==> src/rtl/branch_predictor_bht_pkg.sv <==
// Shared constants for the branch history table: PC width, default table
// geometry and 2-bit counter encodings.
package branch_predictor_bht_pkg;

  localparam int unsigned PC_WIDTH    = 32;
  localparam int unsigned BHT_ENTRIES = 16;
  localparam int unsigned BHT_TAG_W   = 8;

  localparam logic [1:0] CTR_SNT = 2'b00;
  localparam logic [1:0] CTR_WNT = 2'b01;
  localparam logic [1:0] CTR_WT  = 2'b10;
  localparam logic [1:0] CTR_ST  = 2'b11;

endpackage

==> src/rtl/branch_predictor_bht_sat_counter2.sv <==
// sat_counter2: combinational next state of a 2-bit saturating
// taken/not-taken counter.
module sat_counter2
  import branch_predictor_bht_pkg::*;
(
  input  logic [1:0] ctr,
  input  logic       taken,
  output logic [1:0] ctr_next_c
);

  // Step toward the resolved direction, holding at either end.
  always_comb begin
    ctr_next_c = ctr;
    if (taken) begin
      if (ctr != CTR_ST) ctr_next_c = ctr + 2'd1;
    end else begin
      if (ctr != CTR_SNT) ctr_next_c = ctr - 2'd1;
    end
  end

endmodule

==> src/rtl/branch_predictor_bht.sv <==
// branch_predictor_bht: direct-mapped 2-bit counter predictor with target
// buffer. Predicts for IF_PC, resolves/redirects the branch in EX, and
// trains the table on unstalled EX branches.
// Optional: define PRED_STATS_EN to add Branch_Count/Mispredict_Count.
module branch_predictor_bht
  import branch_predictor_bht_pkg::*;
#(
  parameter int unsigned ENTRIES = BHT_ENTRIES,
  parameter int unsigned TAG_W   = BHT_TAG_W
) (
  input  logic                clk,
  input  logic                rst_n,
  input  logic [PC_WIDTH-1:0] IF_PC,
  output logic                Pred_Taken,
  output logic [PC_WIDTH-1:0] Pred_Target,
  input  logic                EX_Branch,
  input  logic                EX_Stall,
  input  logic [PC_WIDTH-1:0] EX_PC,
  input  logic                EX_Pred_Taken,
  input  logic [PC_WIDTH-1:0] EX_Pred_Target,
  input  logic                Branch_Taken,
  input  logic [PC_WIDTH-1:0] PC_Plus_Imm,
  output logic                Mispredict,
  output logic [PC_WIDTH-1:0] Redirect_PC
`ifdef PRED_STATS_EN
  ,
  output logic [31:0]         Branch_Count,
  output logic [31:0]         Mispredict_Count
`endif
);

  localparam int unsigned IDX_W = $clog2(ENTRIES);

  logic                valid_q  [ENTRIES];
  logic [TAG_W-1:0]    tag_q    [ENTRIES];
  logic [1:0]          ctr_q    [ENTRIES];
  logic [PC_WIDTH-1:0] target_q [ENTRIES];

  logic [IDX_W-1:0] if_idx;
  logic [TAG_W-1:0] if_tag;
  logic [IDX_W-1:0] ex_idx;
  logic [TAG_W-1:0] ex_tag;
  logic             if_hit;
  logic             ex_hit;
  logic             pred_taken;
  logic             train;
  logic [1:0]       ctr_next;

  assign if_idx = IF_PC[IDX_W+1:2];
  assign if_tag = IF_PC[IDX_W+TAG_W+1:IDX_W+2];
  assign ex_idx = EX_PC[IDX_W+1:2];
  assign ex_tag = EX_PC[IDX_W+TAG_W+1:IDX_W+2];
  assign train  = EX_Branch && !EX_Stall;

  // IF lookup; reads registered table so a same-cycle write is not bypassed.
  always_comb begin
    if_hit      = valid_q[if_idx] && (tag_q[if_idx] == if_tag);
    pred_taken  = if_hit && ctr_q[if_idx][1];
    Pred_Taken  = pred_taken;
    Pred_Target = pred_taken ? target_q[if_idx] : IF_PC + PC_WIDTH'(4);
  end

  // EX resolution: flag wrong direction or wrong taken target, steer to actual path.
  always_comb begin
    ex_hit      = valid_q[ex_idx] && (tag_q[ex_idx] == ex_tag);
    Redirect_PC = Branch_Taken ? PC_Plus_Imm : EX_PC + PC_WIDTH'(4);
    Mispredict  = EX_Branch &&
                  ((EX_Pred_Taken != Branch_Taken) ||
                   (Branch_Taken && (EX_Pred_Target != PC_Plus_Imm)));
  end

  sat_counter2 u_sat_counter2 (
    .ctr        (ctr_q[ex_idx]),
    .taken      (Branch_Taken),
    .ctr_next_c (ctr_next)
  );

  // Table training: update on hit, allocate on taken miss, ignore not-taken miss.
  always_ff @(posedge clk or negedge rst_n) begin
    if (!rst_n) begin
      for (int unsigned i = 0; i < ENTRIES; i++) begin
        valid_q[i]  <= 1'b0;
        tag_q[i]    <= '0;
        ctr_q[i]    <= CTR_WNT;
        target_q[i] <= '0;
      end
    end else if (train) begin
      if (ex_hit) begin
        ctr_q[ex_idx] <= ctr_next;
        if (Branch_Taken) target_q[ex_idx] <= PC_Plus_Imm;
      end else if (Branch_Taken) begin
        valid_q[ex_idx]  <= 1'b1;
        tag_q[ex_idx]    <= ex_tag;
        ctr_q[ex_idx]    <= CTR_WT;
        target_q[ex_idx] <= PC_Plus_Imm;
      end
    end
  end

`ifdef PRED_STATS_EN
  // Free-running training and misprediction counters, wrapping at 2^32.
  always_ff @(posedge clk or negedge rst_n) begin
    if (!rst_n) begin
      Branch_Count     <= '0;
      Mispredict_Count <= '0;
    end else if (train) begin
      Branch_Count <= Branch_Count + 32'd1;
      if (Mispredict) Mispredict_Count <= Mispredict_Count + 32'd1;
    end
  end
`endif

endmodule

==> config.mk <==
export PLATFORM = sky130hd
export DESIGN_NAME = branch_predictor_bht
export DESIGN_NICKNAME = d
export VERILOG_FILES = /design/src/rtl/branch_predictor_bht_pkg.sv /design/src/rtl/branch_predictor_bht_sat_counter2.sv /design/src/rtl/branch_predictor_bht.sv
export SDC_FILE = /design/constraint.sdc
export NUM_CORES = 1
export LEC_CHECK = 0
export CAP_MARGIN = 20
export CELL_PAD_IN_SITES_DETAIL_PLACEMENT = 2
export CELL_PAD_IN_SITES_GLOBAL_PLACEMENT = 2
export CORE_UTILIZATION = 40
export DETAILED_ROUTE_END_ITERATION = 16
export GPL_TIMING_DRIVEN = 0
export PLACE_DENSITY_LB_ADDON = 0.15
export SYNTH_ARGS = -nofsm -noshare
export SYNTH_HDL_FRONTEND = slang
export SYNTH_HIERARCHICAL = 1
export SYNTH_SLANG_ARGS = --single-unit
==> constraint.sdc <==
create_clock -name clk -period 4.12 [get_ports clk]
set_clock_uncertainty 0.1 [all_clocks]
set_input_delay 0.618 -clock clk [delete_from_list [all_inputs] [get_ports clk]]
set_output_delay 0.618 -clock clk [all_outputs]
set_load 0.02 [all_outputs]
[Word-level counts from Yosys, hierarchy flattened]
Index checks and enable logic that the tools add are counted.
Word-level totals
  register bits: 688
  input port bits: 134
  output and inout bits: 66
  logic and storage cells: 136
Cells by class
  add/subtract/negate cells: 4
  $lt $le $gt $ge: 3
  equality and inequality tests: 5
  mux-type cells: 39
  bitwise logic cells: 7
  reduce and logical (&&, ||, !) cells: 14
Operators with widths (count)
  $bwmux W512: 1
  $mux W32: 7
  $bmux W32 S4: 1
  $bwmux W128: 1
  $demux W32 S4: 1
  $add A32 B3 Y32 const B: 2
  $bmux W8 S4: 2
  $mux W8: 5
  $bwmux W32: 1
  $demux W8 S4: 1
  $ne A32 B32 Y1: 1
  $or A16 B16 Y16: 2
  $and A16 B16 Y16: 1
  $bmux W2 S4: 2
  $eq A8 B8 Y1: 2
  $mux W2: 8
  $not A16 Y16: 1
  $ge A5 B5 Y1 const B: 2
  $not A4 Y5: 2
  $bmux W1 S4: 2
  $demux W2 S4: 1
  $logic_and A1 B1 Y1: 7
  $lt A5 B1 Y1 const B: 1
  $mux W1: 5
  other kinds (11): 13

[Depth between registers and ports, before layout]
  depth in word-level cells: 9
  depth in mapped cells: 13
  depth with buffers taken out: 8

[Cells and area by module]
The synthesis kept the hierarchy.
By module, submodules not included
  branch_predictor_bht: instances 1, cells each 2412, area each 35380.2 um^2
  sat_counter2: instances 1, cells each 3, area each 26.3 um^2

[Worst setup path after synthesis]
Ideal clock, no wire load.
  path kind: input to output
  start: input IF_PC[2]
  end: output Pred_Target[0]
  arrival time: 3.390 ns
  data required time: 3.402 ns
  path slack: 0.012 ns
  cell stages on the path: 8
  path buffers: 5
  path through: buf_2 > buf_2 > buf_2 > buf_2 > buf_1 > mux4_2 > mux4_2 > mux2_2
On the way
  cells in the longest elaborated chain, start to end: 8
  elaborated cells between the ends (all ways): 17
  those cells by class: eq/ne (1); mux (13); bitwise (1); reduce/logical (2)
Ends and longest elaborated chain
  start, declared: line branch_predictor_bht.sv:13  | input logic [PC_WIDTH-1:0] IF_PC,
  $not A4 Y5 (implied by the code) (*): line branch_predictor_bht.sv:57, branch_predictor_bht.sv:58, branch_predictor_bht.sv:60
  $bmux W8 S4: line branch_predictor_bht.sv:57  | if_hit = valid_q[if_idx] && (tag_q[if_idx] == if_tag);
  $mux W8 (implied by the code) (2 in a row): line branch_predictor_bht.sv:57
  $eq A8 B8 Y1: line branch_predictor_bht.sv:57
  $logic_and A1 B1 Y1: line branch_predictor_bht.sv:57
  $logic_and A1 B1 Y1: line branch_predictor_bht.sv:58  | pred_taken = if_hit && ctr_q[if_idx][1];
  $mux W32 (*): line branch_predictor_bht.sv:60  | Pred_Target = pred_taken ? target_q[if_idx] : IF_PC + PC_WIDTH'(4);
  end, declared: line branch_predictor_bht.sv:15  | output logic [PC_WIDTH-1:0] Pred_Target,
Every way passes the cells marked *; elsewhere a longest branch is shown, timed or not. The select of a mux whose other input is x is not followed.

[Worst setup path in the final report]
  start: input IF_PC[2]
  end: output Pred_Target[12]
On the way
  cells in the longest elaborated chain, start to end: 8
  elaborated cells between the ends (all ways): 18
  those cells by class: add/sub (1); eq/ne (1); mux (13); bitwise (1); reduce/logical (2)
Ends and longest elaborated chain (line)
  $not A4 Y5 (implied by the code): branch_predictor_bht.sv:57, branch_predictor_bht.sv:58, branch_predictor_bht.sv:60
  $bmux W8 S4: branch_predictor_bht.sv:57
  $mux W8 (implied by the code) (2 in a row): branch_predictor_bht.sv:57
  $eq A8 B8 Y1: branch_predictor_bht.sv:57
  $logic_and A1 B1 Y1: branch_predictor_bht.sv:57
  $logic_and A1 B1 Y1: branch_predictor_bht.sv:58
  $mux W32 (*): branch_predictor_bht.sv:60
Marked as above.

==> reports/qor.csv <==
metric;value;unit
max_freq;235;MHz
synth_cell_types;60;
stdcell_count;3938;
crit_path_start;IF_PC[2];
ys_ff_latch;688;
swShare;26.6;%
worstMarginPinSlew;1090;ps
min_path_type;flop to flop;
path_clk_slew;50;ps
status;finished, violations left;
maxSlewViolCount;0;
synth-compound-area-share;2.69;%
preCtsSetupSlack;-3010;ps
layout_commonest_cell;dfrtp_1;
numCtsBuffers;81;
placed_cells;3745;
fill_cells;8071;
rrSetupSlack;340;ps
netSwitchingPower;5.06;mW
crit_top_cell;buf_12;
async_flop_share;100;%
dp_hpwl;89.3;mm
setup_violations;32;
muxShareOfSynthArea;38.4;%
synth_edf_count;0;
wl_per_cell;32.8;µm
power_leakage;19.4;nW
final_cell_area;43000;µm²
max-slew-margin-rel;27.2;%
crit_type;input port to output port;
fin_ws;-141;ps
p_int;13.9;mW
grt_pass1_wl;190;mm
register_area;17200;µm²
drtPass1Iterations;6;
power;19.0;mW
crit_arrival;3540;ps
cp_data_required_time;3400;ps
htree_levels;3;
crit_fanout;5;
cts_buffer_depth;3;
ios;200;
slowest_stage;mux4_2;
grt_pass1_vias;26300;
fin_crit_sh;103;%
ant_nets;0;
fin_crit;4260;ps
cp-end-kind;output port;
area_growth_syn_to_layout;21.6;%
mostFrequentLayoutCells;dfrtp_1, mux2_2, mux4_2;
nNetsFinal;2858;
clock-sinks;688;
slowest_delay;480;ps
synth_ff_type;dfrtp_1;
p_seq_share;43.0;%
cp_cell_sequence;buf_4, buf_8, buf_4, mux4_2, mux2i_1, mux2i_4, xor2_1, nand3b_1, nand4bb_4, buf_12, buf_12, buf_12, mux2_4, buf_6;
maxCapViolCount;0;
antenna_found_initial;4;
initialDrtViolationCount;1494;
worstSkewPairLatency;640;ps
rr_startpoint;tag_q[82];
cp-start-kind;input port;
grtUsageTotal;29.1;%
reg2reg_to;tag_q[32];
totalWireLength;129;mm
drcViolationCount;0;
die_w;300;µm
grt_max_degree;128;
initial_core_util;40.6;%
grt_overflow;0;
hold_depth;1;
ff2ff_path_depth;7;
synthAdderAreaFrac;0.240;%
cts_tree;yes;
syn_nets;2554;
cts_root_buffer;clkbuf_16;
dieArea;89700;µm²
powerDensity;441;nW/µm²
viasPerCell;5.93;
clkPwrFrac;39.8;%
violations;setup timing;
vias;23400;
syn_inst;2415;
multi_input_area;17300;µm²
yosys.area_share.xor_xnor;2.70;%
die_h;300;µm
gp_congestion;0.854;
io_buffers;163;
combinationalPowerShare;17.2;%
fp-row-count;108;
yosysWarnings;6;
syn_avg_cell_area;14.7;µm²
seq_area_frac_synth;48.7;%
synth_top_family_by_area;multiplexers;
crit_path_end;Pred_Target[12];
netlist_area;35400;µm²
placed_area;38700;µm²
fin_hold_ws;400;ps
coreArea;87200;µm²
rsz0062_at_grt;yes;
worst_ir_drop_vdd;0.306;mV
hold_violations;0;
final_layout_size_suffix_gt1_share;46.8;%
synth-simple-area-share;3.78;%
==> layer usage <==
metal,share of wire (%),global-route usage [%],vias up
met5,0.0093,0,-
met3,4.3,4.31,189
met4,2.9,8.50,2
li1,-,-,9628
met1,43,39.5,12900
met2,49,48.5,601
==> cells by family after synthesis <==
family                     after synthesis
AOI/OAI and AO/OA                      135
xor gates and xnor gates               109
buffers and inverters                  267
muxes                                  942
adders and majority gates                7
and+or+nand+nor                        267
DFF                                    688
==> worst min-delay path by stage <==
stage,start,endpoint
2_1_floorplan,rst_n,ctr_q[11]
3_3_place_gp,valid_q[10],valid_q[10]
3_5_place_dp,valid_q[4],valid_q[4]
4_1_cts,PC_Plus_Imm[5],target_q[197]
5_1_grt,target_q[396],target_q[396]
6_report,target_q[175],target_q[175]
==> metrics by stage <==
stage / TNS [ps] / utilization [%]
global route: -5700 / 49.4
floorplan: 0 / -
finish: -2280 / 49.4
CTS: -2480 / 49.2
detailed placement: -330040 / 44.4
global placement: - / 44.2
==> state kept, by name, summed over array words and instances (netlist names) <==
register,count
tag_q,128
target_q,512
ctr_q,32
valid_q,16
==> area by class of cell <==
| type | count | share of cell area [%] |
|---|---|---|
| Tap cell | 1155 | 3.36 |
| Multi-Input combinational cell | 1460 | 40.2 |
| Clock buffer | 118 | 5.47 |
| Sequential cell | 688 | 40.0 |
| Clock inverter | 27 | 0.956 |
| Inverter | 25 | 0.218 |
| Timing Repair Buffer | 227 | 5.77 |
| Buffer | 236 | 4.00 |
| Antenna cell | 2 | 0.0116 |
==> power groups by stage <==
stage / registers (mW) / logic (mW) / clock network [mW]
after detailed placement: 8.26 / 3.04 / 0
after CTS: 8.15 / 3.23 / 7.68
after global routing: 8.26 / 3.45 / 7.93
after global placement: 8.19 / 2.88 / 0
final: 8.18 / 3.26 / 7.56
after floorplan: 8.03 / 2.00 / 0
==> critical path: cells and delay by family <==
family | cells | cell delay, ps
mux | 4 | 1230
buf+inv | 7 | 1000
simple gates | 2 | 460
xor+xnor | 1 | 200
==> synth_stat cells (22+ instances only) <==
library cell / n / area share (%)
mux2_4: 64 / 2.7
xor2_1: 54 / 1.3
mux4_2: 223 / 14
mux2i_1: 27 / 0.76
nand2_1: 105 / 1.1
inv_1: 24 / 0.25
clkbuf_1: 129 / 1.4
o21ai_0: 39 / 0.55
dfrtp_1: 672 / 47
buf_2: 33 / 0.47
xnor2_1: 55 / 1.4
mux2_2: 610 / 19
a21o_1: 25 / 0.53
nand3_1: 37 / 0.52
nor2_1: 24 / 0.25
nand4_1: 22 / 0.39
buf_1: 49 / 0.52
==> timing repair <==
item | 4_1_cts | 5_1_grt
setup endpoints to repair | 111 | 51
hold endpoints to repair | 76 | 0
pin swaps | 15 | 8
gates resized for setup | 521 | 59
setup buffers | 41 | 3
hold buffers | 1 | 0
gates cloned | 7 | 0
(Power assumes the default switching activity.)
